[src/rtl/pipe_pkg.sv]
// pipe_pkg: shared pipeline-stage constants, MW bundle field layout and occupancy encoding.
package pipe_pkg;
    localparam int MW_W      = 165;
    localparam int INSTR_LSB = 133;
    localparam int ALU_LSB   = 101;
    localparam int DM_LSB    = 69;
    localparam int EXT_LSB   = 37;
    localparam int PC8_LSB   = 5;
    localparam int WBA_LSB   = 0;
    localparam logic [31:0] NOP_INSTR = 32'h0;
    typedef enum logic [1:0] {
        OCC_EMPTY = 2'd0,
        OCC_BUSY  = 2'd1,
        OCC_FULL  = 2'd2
    } occ_e;
endpackage

[src/rtl/pipe_stage_reg.sv]
// pipe_stage_reg: generic valid/ready pipeline stage with flush and optional 2-entry skid buffer.
//   clk, reset      : rising-edge clock, synchronous active-high reset
//   flush           : empties the stage at the next edge
//   in_valid/ready  : upstream handshake, in_data payload
//   out_valid/ready : downstream handshake, out_data head payload (zero when empty)
//   occupancy       : entries held, 0..2
module pipe_stage_reg
    import pipe_pkg::*;
#(
    parameter int WIDTH = MW_W,
    parameter bit SKID  = 1'b1
) (
    input  logic             clk,
    input  logic             reset,
    input  logic             flush,
    input  logic             in_valid,
    output logic             in_ready,
    input  logic [WIDTH-1:0] in_data,
    output logic             out_valid,
    input  logic             out_ready,
    output logic [WIDTH-1:0] out_data,
    output logic [1:0]       occupancy
);
    if (SKID) begin : g_skid
        occ_e             state_q, state_d;
        logic [WIDTH-1:0] head_q, head_d, skid_q, skid_d;
        logic             ready_q, accept, consume;
        // in_ready comes straight from a flop so there is no in->out combinational path
        assign in_ready  = ready_q;
        assign out_valid = state_q != OCC_EMPTY;
        assign out_data  = head_q;
        assign occupancy = state_q;
        assign accept    = in_valid & ready_q;
        assign consume   = out_valid & out_ready;
        always_ff @(posedge clk) begin
            if (reset) begin
                state_q <= OCC_EMPTY;
                head_q  <= '0;
                skid_q  <= '0;
                ready_q <= 1'b1;
            end else begin
                state_q <= state_d;
                head_q  <= head_d;
                skid_q  <= skid_d;
                ready_q <= state_d != OCC_FULL;
            end
        end
        always_comb begin
            state_d = state_q;
            head_d  = head_q;
            skid_d  = skid_q;
            if (flush) begin
                state_d = OCC_EMPTY;
                head_d  = '0;
                skid_d  = '0;
            end else begin
                case (state_q)
                    OCC_EMPTY: if (accept) begin
                        state_d = OCC_BUSY;
                        head_d  = in_data;
                    end
                    OCC_BUSY: if (accept && consume) begin
                        head_d = in_data;
                    end else if (accept) begin
                        state_d = OCC_FULL;
                        skid_d  = in_data;
                    end else if (consume) begin
                        state_d = OCC_EMPTY;
                        head_d  = '0;
                    end
                    OCC_FULL: if (consume) begin
                        state_d = OCC_BUSY;
                        head_d  = skid_q;
                        skid_d  = '0;
                    end
                    default: begin
                        state_d = OCC_EMPTY;
                        head_d  = '0;
                        skid_d  = '0;
                    end
                endcase
            end
        end
    end else begin : g_flat
        logic             valid_q, valid_d, accept, consume;
        logic [WIDTH-1:0] data_q, data_d;
        assign in_ready  = out_ready | ~valid_q;
        assign out_valid = valid_q;
        assign out_data  = data_q;
        assign occupancy = {1'b0, valid_q};
        assign accept    = in_valid & in_ready;
        assign consume   = valid_q & out_ready;
        always_ff @(posedge clk) begin
            if (reset) begin
                valid_q <= 1'b0;
                data_q  <= '0;
            end else begin
                valid_q <= valid_d;
                data_q  <= data_d;
            end
        end
        always_comb begin
            valid_d = valid_q;
            data_d  = data_q;
            if (flush || (consume && !accept)) begin
                valid_d = 1'b0;
                data_d  = '0;
            end else if (accept) begin
                valid_d = 1'b1;
                data_d  = in_data;
            end
        end
    end
endmodule

[config.mk]
export PLATFORM = sky130hd
export DESIGN_NAME = pipe_stage_reg
export DESIGN_NICKNAME = d
export VERILOG_FILES = /design/src/rtl/pipe_pkg.sv /design/src/rtl/pipe_stage_reg.sv
export SDC_FILE = /design/constraint.sdc
export NUM_CORES = 1
export LEC_CHECK = 0
export ABC_AREA = 1
export CORE_MARGIN = 5
export CORE_UTILIZATION = 45
export CTS_BUF_LIST = sky130_fd_sc_hd__clkbuf_4
export CTS_CLUSTER_SIZE = 12
export DETAILED_ROUTE_END_ITERATION = 7
export PLACE_DENSITY = 0.68
export SLEW_MARGIN = 20
export SYNTH_ARGS = -nofsm -noshare
export SYNTH_HDL_FRONTEND = slang
export SYNTH_SLANG_ARGS = --single-unit
[constraint.sdc]
create_clock -name clk -period 1.6 [get_ports clk]
set_input_delay 0.16 -clock clk [delete_from_list [all_inputs] [get_ports clk]]
set_output_delay 0.16 -clock clk [all_outputs]
set_load 0.05 [all_outputs]
==> impl_table.tex <==
\begin{tabular}{lr}
\hline
Metric & Value \\
\hline
\multicolumn{2}{l}{\textbf{Outcome}} \\
Result of the run & finished with violations \\
Failing checks & setup timing \\
\multicolumn{2}{l}{\textbf{Worst setup path}} \\
Worst path arrival time & about 1.6 ns \\
Data required time of the critical path & about 1.4 ns \\
Startpoint kind of the worst setup timing path & flop \\
Buffers \& Inverters on Critical Path & 3 \\
CP most frequent cell & buf\_8 \\
Top Family by Delay on Critical Path & flip-flops \\
Critical path cell sequence & nor2\_4 > buf\_8 > clkinvlp\_4 > buf\_8 \\
Slowest cell on the critical path & dfxtp\_4 \\
Largest driver fanout on the critical path & 3 \\
Maximum cell stage delay along the critical path & 0.37 ns \\
Setup CP Type & reg2out \\
Crit path capture type & primary output \\
\multicolumn{2}{l}{\textbf{STA}} \\
Count of endpoints failing setup in the final report & roughly 160 \\
Worst setup skew after layout & approximately 0.048 ns \\
Worst-case setup margin in the final layout & -0.2002 ns \\
Final cycle utilization of the critical path & 112.5\% \\
Shortest period the worst path allows & around 1.8 ns \\
Setup repair after global routing missed its margin & yes \\
Remaining max-slew budget at the tightest pin & between 70\% and 80\% \\
Number of hold violations in the final report & 0 \\
Max Fclk & around 560 MHz \\
Worst slew pin tran & between 0.3 and 0.4 ns \\
Max Slew Vio Count & 0 \\
\multicolumn{2}{l}{\textbf{Flow run}} \\
Number of max-cap violations & 0 \\
\multicolumn{2}{l}{\textbf{Yosys}} \\
FF+latch count, synth & between 300 and 400 \\
Mean area per synthesized cell & 6.220 sq um \\
Share of the yosys chip area belonging to registers & 41.13\% \\
Cells after synthesis & 2606 \\
Cell area after synthesis & 16210 sq um \\
Top post-synthesis cells by area & dfxtp\_1 41\%, nand2\_1 25\%, a21oi\_1 10\% \\
Distinct cells, synth & 16 \\
Largest area contributor in the synthesized netlist & dfxtp\_1 \\
Fraction of post-synthesis cell area in the top cell type by area & slightly above 40\% \\
Post-synthesis net count & 2776 \\
Warning count from the yosys run & 0 \\
\multicolumn{2}{l}{\textbf{Layout}} \\
Reg area & about 6700 sq um \\
Number of nets in the finished design & approximately 3200 \\
Post-route cell area & 24780 sq um \\
Final core utilization & between 60\% and 70\% \\
Non-filler instance count after layout & 3581 \\
Share of post-route cells with drive strength above 1 & between 20\% and 30\% \\
Area growth from synthesis to layout & 52.90\% \\
Fillers & 2956 \\
Area of the multi-input gates & 8748 sq um \\
\multicolumn{2}{l}{\textbf{Detailed routing}} \\
TritonRoute pass-1 iters & 6 \\
Final wirelength & $\sim$64000 um \\
DRT iter0 DRCs & roughly 1400 \\
Post-DR wirelength/cell & roughly 18 um \\
Routed via count & $\sim$19000 \\
Average vias per placed instance & between 5 and 6 \\
Number of remaining DRC errors & 0 \\
Antenna viol nets, final & 0 \\
\multicolumn{2}{l}{\textbf{Clock network}} \\
Latest clock arrival within the worst-skew pair & a little under 0.8 ns \\
Total clock buffers created by CTS & about 90 \\
Clock tree from TritonCTS & done \\
Clock root buffer & clkbuf\_4 \\
Post-CTS clock slew at the launch and capture registers of the worst setup and hold paths & approximately 0.070 ns \\
Clock Path Buffers & 3 \\
Count of clock tree sinks & between 300 and 400 \\
Count of H-tree levels built during CTS & 3 \\
\multicolumn{2}{l}{\textbf{Global route}} \\
Total grt overflow & 0 \\
Tot GR Track Use & roughly 30\% \\
Antenna violations before repair & 10 \\
Maximum number of pins on one net before global-route repair & slightly below 80 \\
Vias in the first global route & 18160 \\
Wire length of the first global-routing pass & approximately 95000 um \\
\multicolumn{2}{l}{\textbf{Power and ir drop}} \\
Standby leakage power & 11.34 nW \\
Peak supply drop & about 510 uV \\
Pwr Total & around 22 mW \\
Cell area power density & between 800 and 900 nW/um\^{}2 \\
\multicolumn{2}{l}{\textbf{Die}} \\
Die extent in y & between 150 and 200 um \\
Floorplan die area & about 40000 sq um \\
Initial core utilization & a little under half \\
Total core area & about 36000 sq um \\
Boundary Pins & 339 \\
Die extent in x & roughly 200 um \\
Number of rows in the core area & between 60 and 70 \\
\multicolumn{2}{l}{\textbf{Placement}} \\
Number of port buffers & around 340 \\
Placed wire-length estimate & about 36000 um \\
Cell area after placement & 20300 sq um \\
Number of placed instances, taps included & approximately 3300 \\
Global placer's final weighted congestion & 0.8243 \\
\multicolumn{2}{l}{\textbf{Worst hold path}} \\
Hold Path Class & in2reg \\
\hline
\end{tabular}
==> synthesized netlist by cell type <==
cell         n
buf_2      114
a21oi_2      1
buf_4        8
o211ai_1     1
nand4_1     85
clkbuf_1    74
inv_1      240
nand3_1    157
nand2_2      2
a21oi_1    330
nand2_1   1066
buf_1        7
dfxtp_1    333
nor3_1       1
inv_2        6
nor2_1     181
==> worst paths after layout <==
path	start	to	slack, ns	cells past startpoint
max reg2reg	occupancy[0]	out_data[139]	-0.16	12
min	in_data[111]	g_skid.skid_q[111]	0.07	5
max	occupancy[0]	out_valid	-0.20	4
min reg2reg	out_data[115]	out_data[115]	0.46	2
==> tightest hold or removal path, cell delays in order <==
cell and delay (ns):
clkdlybuf4s50_1 0.40, inv_1 0.05, nor2_1 0.05, nand4_1 0.08
a21oi_1 0.05
==> kinds of logic after synthesis <==
group                  after synthesis  synth area share (%)
flip-flops                         333                 41.13
AND/OR/NAND/NOR                   1492                 37.12
AO/OA/AOI/OAI                      332                 10.29
buffers and inverters              449                 11.46
==> metrics by stage <==
stage          hold slack (ns)  setup WS, ns   TNS (ns)
2_1_floorplan           0.2250     -0.009364  -0.009364
3_3_place_gp            0.4455       -0.1406     -29.23
3_5_place_dp            0.4522       -0.2056     -44.18
4_1_cts               0.002657       -0.2275     -7.736
5_1_grt                0.04515       -0.2750     -25.36
6_report               0.06790       -0.2002     -13.13
==> metal layers <==
layer | vias up | track usage, % | wire (um)
met5 | - | 0 | 50
met4 | 8 | 12.30 | 2376
met3 | 175 | 6.579 | 5919
met2 | 956 | 47.79 | 29990
met1 | 8964 | 37.56 | 25470
li1 | 9090 | - | -
==> layout by cell type, fill, tap and decap left out, types with 2 or more instances in the layout <==
master           synthesis  routed
nand4_1                 85      85
clkbuf_4                 0     143
inv_1                  240     239
nand2_2                  2      72
nand3_2                  0       3
buf_4                    8     199
buf_6                    0      28
buf_12                   0      68
clkinv_1                 0      11
nor2_4                   0       3
inv_8                    0       2
dfxtp_2                  0       3
dfxtp_1                333     328
nand3_1                157     153
clkbuf_16                0      17
a21oi_1                330     232
nand2_4                  0      53
dfxtp_4                  0       2
clkinvlp_4               0       2
a21oi_2                  1      98
nand2_8                  0       2
buf_8                    0      14
clkdlybuf4s50_1          0     169
nor2_1                 181     166
buf_16                   0      29
diode_2                  0       6
dlygate4sd3_1            0      26
inv_2                    6       2
bufinv_16                0       2
nand2_1               1066     942
nor2_2                   0      12
==> final cells by class <==
cell class	count	area share (%)
multi-input combinational	1825	35.30
timing repair buffer	551	26.59
tap	461	2.328
inverter	246	3.862
antenna	6	0.06059
timing repair inverter	1	0.1212
clock inverter	15	0.4595
sequential	333	26.95
clock buffer	143	4.332
==> flip-flops by register name, indices dropped and copies added, names as in the netlist <==
name	flops
in_ready	1
out_data	165
occupancy	2
g_skid.skid_q	165
==> report_power, final <==
group | internal, mW | switching [mW]
combinational | 2.13 | 2.79
clock | 4.34 | 3.67
sequential | 8.46 | 0.133
total | 14.9 | 6.60
==> timing repair <==
action | CTS | global route
buffers inserted | 40 | 16
gates cloned | 30 | 19
setup endpoints to repair | 77 | 337
hold endpoints to repair | 26 | 0
hold buffers | 26 | 0
gates resized for setup | 177 | 237
pin swaps | 39 | 55
(Power assumes the default switching activity.)
==> RTL change: new RTL, config.mk and constraints unchanged <==
Set the package constant `MW_W` to 169 (it was 165).
--- a/src/rtl/pipe_pkg.sv
+++ b/src/rtl/pipe_pkg.sv
@@ -1,6 +1,6 @@
 // pipe_pkg: shared pipeline-stage constants, MW bundle field layout and occupancy encoding.
 package pipe_pkg;
-    localparam int MW_W      = 165;
+    localparam int MW_W      = 169;
     localparam int INSTR_LSB = 133;
     localparam int ALU_LSB   = 101;
     localparam int DM_LSB    = 69;
Ports: changed (resized in_data and out_data); port bits go from 339 to 347. No check against the original RTL was run, so the function may have changed too.
==> RTL change against the unedited design <==
  * Sequential cell count grew 8
  * Setup slack worse by 0.038 ns
  * Final cell count up 3.3%
  * Die area rose by 2.8%
  * Design area is 2.4% higher
  * Largest cell class unchanged
  * Count of clock-buffer cells in the layout shrank 6
  * Critical path type unchanged
  * Register-to-register slack worse by 0.02 ns
  * The flow still finishes with violations (setup timing)
  * Area after synthesis grew 2.9%
  * Wire length up 13%
  * Global-route usage shrank 1.5 points
  * Total power up 0.31%
==> RTL change: results (changes against the unedited design) <==
max_slew_margin_pct: 73.4  # about the same
gr-usage-all-layers_pct: 27.8  # was 29.3%
synthesis.area_per_instance_um2: 6.15  # was 6.22 um2
violations: "setup timing"  # unchanged
vdd_ir_drop_max_mv: 0.518  # was 0.510 mV
cts_inserted_buffers: 94  # was 92
detailedPlacementHpwl_mm: 36.4  # was 35.8 mm
cellLeakagePower_nw: 11.7  # was 11.3 nW
timing.final.ws_setup_ns: -0.238  # was -0.200 ns
maximum_number_of_pins_on_one_net_before_global_route_repair: 72  # was 78
synth_seq_area_share_pct: 40.9  # was 41.1%
post_route_cells_drive_above_1_share_pct: 21.7  # was 24.4%
synthTopCellsByArea: "sky130_fd_sc_hd__dfxtp_1, sky130_fd_sc_hd__nand2_1, sky130_fd_sc_hd__a21oi_1, sky130_fd_sc_hd__inv_1, sky130_fd_sc_hd__nand3_1"  # unchanged
synth_nets: 2888  # was 2776
status: "finished, violations left"  # unchanged
yosys-top-cells-count: "sky130_fd_sc_hd__nand2_1, sky130_fd_sc_hd__dfxtp_1, sky130_fd_sc_hd__a21oi_1"  # unchanged
gp_congestion: 0.823  # was 0.824
setup_viol: 271  # was 161
critical_path_arrival_ns: 1.68  # was 1.64 ns
post_synth_num_cell_types: 17  # was 16
grt_first_pass_wirelength_mm: 94.4  # was 94.6 mm
via_per_inst: 5.48  # was 5.36
post_route_insts_no_fill: 3698  # was 3581
initial_antenna_violation_count: 7  # was 10
dr.first_iter.drc_count: 2196  # was 1440
first_global_vias: 18000  # was 18200
placement.setup.worst_slack_ns: -0.279  # was -0.206 ns
## RTL change: cell types whose count changed in the layout (fill, tap and decap cells not counted), moves of 20 or more
| cell | unedited run | this run |
|---|---|---|
| sky130_fd_sc_hd__inv_1 | 239 | 259 |
| sky130_fd_sc_hd__a21oi_2 | 98 | 70 |
| sky130_fd_sc_hd__nand2_2 | 72 | 52 |
| sky130_fd_sc_hd__nand2_1 | 942 | 1023 |
| sky130_fd_sc_hd__clkbuf_16 | 17 | 51 |
| sky130_fd_sc_hd__a21oi_1 | 232 | 268 |
| sky130_fd_sc_hd__nand2_4 | 53 | 31 |
| sky130_fd_sc_hd__nand3_1 | 153 | 186 |
## RTL change: timing repair
action                                  4_1_cts  5_1_grt
gates resized for setup                      27      288
endpoints found under the hold margin        16        0
gates cloned                                  5       68
endpoints found under the setup margin       70      279
hold buffers                                 16        0
pin swaps                                     2      102
buffers inserted                             13       34
## RTL change: cell families after synthesis
logic type	count (synthesis)	synth area share, %
AND/OR/NAND/NOR	1560	37.7
buffers and inverters	473	11.1
flip-flops	341	40.9
AO/OA/AOI/OAI	340	10.3
## RTL change: cell type report
| type | instances | area (um2) | share of cell area (%) |
|---|---|---|---|
| clock buffers | 137 | 1030 | 4.05 |
| repair buffers | 552 | 6870 | 27.1 |
| flip-flops and latches | 341 | 6840 | 26.9 |
| well taps | 468 | 586 | 2.31 |
| inverters | 266 | 1050 | 4.15 |
| repair inverters | 2 | 60.1 | 0.237 |
| diodes | 4 | 10.0 | 0.0394 |
| multi-input cells | 1903 | 8810 | 34.7 |
| clock inverters | 25 | 120 | 0.473 |
## RTL change: power by group
group	switching, mW	internal, mW	leakage [nW]
registers	0.131	8.66	2.76
logic	2.86	2.01	8.24
clock network	3.89	4.05	0.690
## RTL change: layer usage
metal	global-route usage, %	routed length [um]	vias to the layer above
li1	-	-	9412
met1	36.8	28400	9343
met2	43.7	32400	1258
met3	6.48	8180	234
met4	11.8	3080	4
met5	0	24	-
## RTL change: worst max-delay path, stage by stage (launching register included)
cell                         delay [ns]
sky130_fd_sc_hd__dfxtp_4           0.37
sky130_fd_sc_hd__nor2_4            0.14
sky130_fd_sc_hd__buf_12            0.12
sky130_fd_sc_hd__clkinvlp_4        0.08
sky130_fd_sc_hd__buf_8             0.16
## RTL change: final timing paths
path | startpoint | endpoint | slack, ns | cells after the start
hold reg to reg | g_skid.skid_q[74]$_SDFFE_PP0P_ | g_skid.skid_q[74]$_SDFFE_PP0P_ | 0.46 | 2
setup reg to reg | occupancy[1]$_SDFF_PP0_ | out_data[6]$_SDFFE_PP0P_ | -0.18 | 11
hold / removal | in_data[97] | g_skid.skid_q[97]$_SDFFE_PP0P_ | 0.04 | 5
setup / recovery | occupancy[0]$_SDFF_PP0_ | out_valid | -0.24 | 4
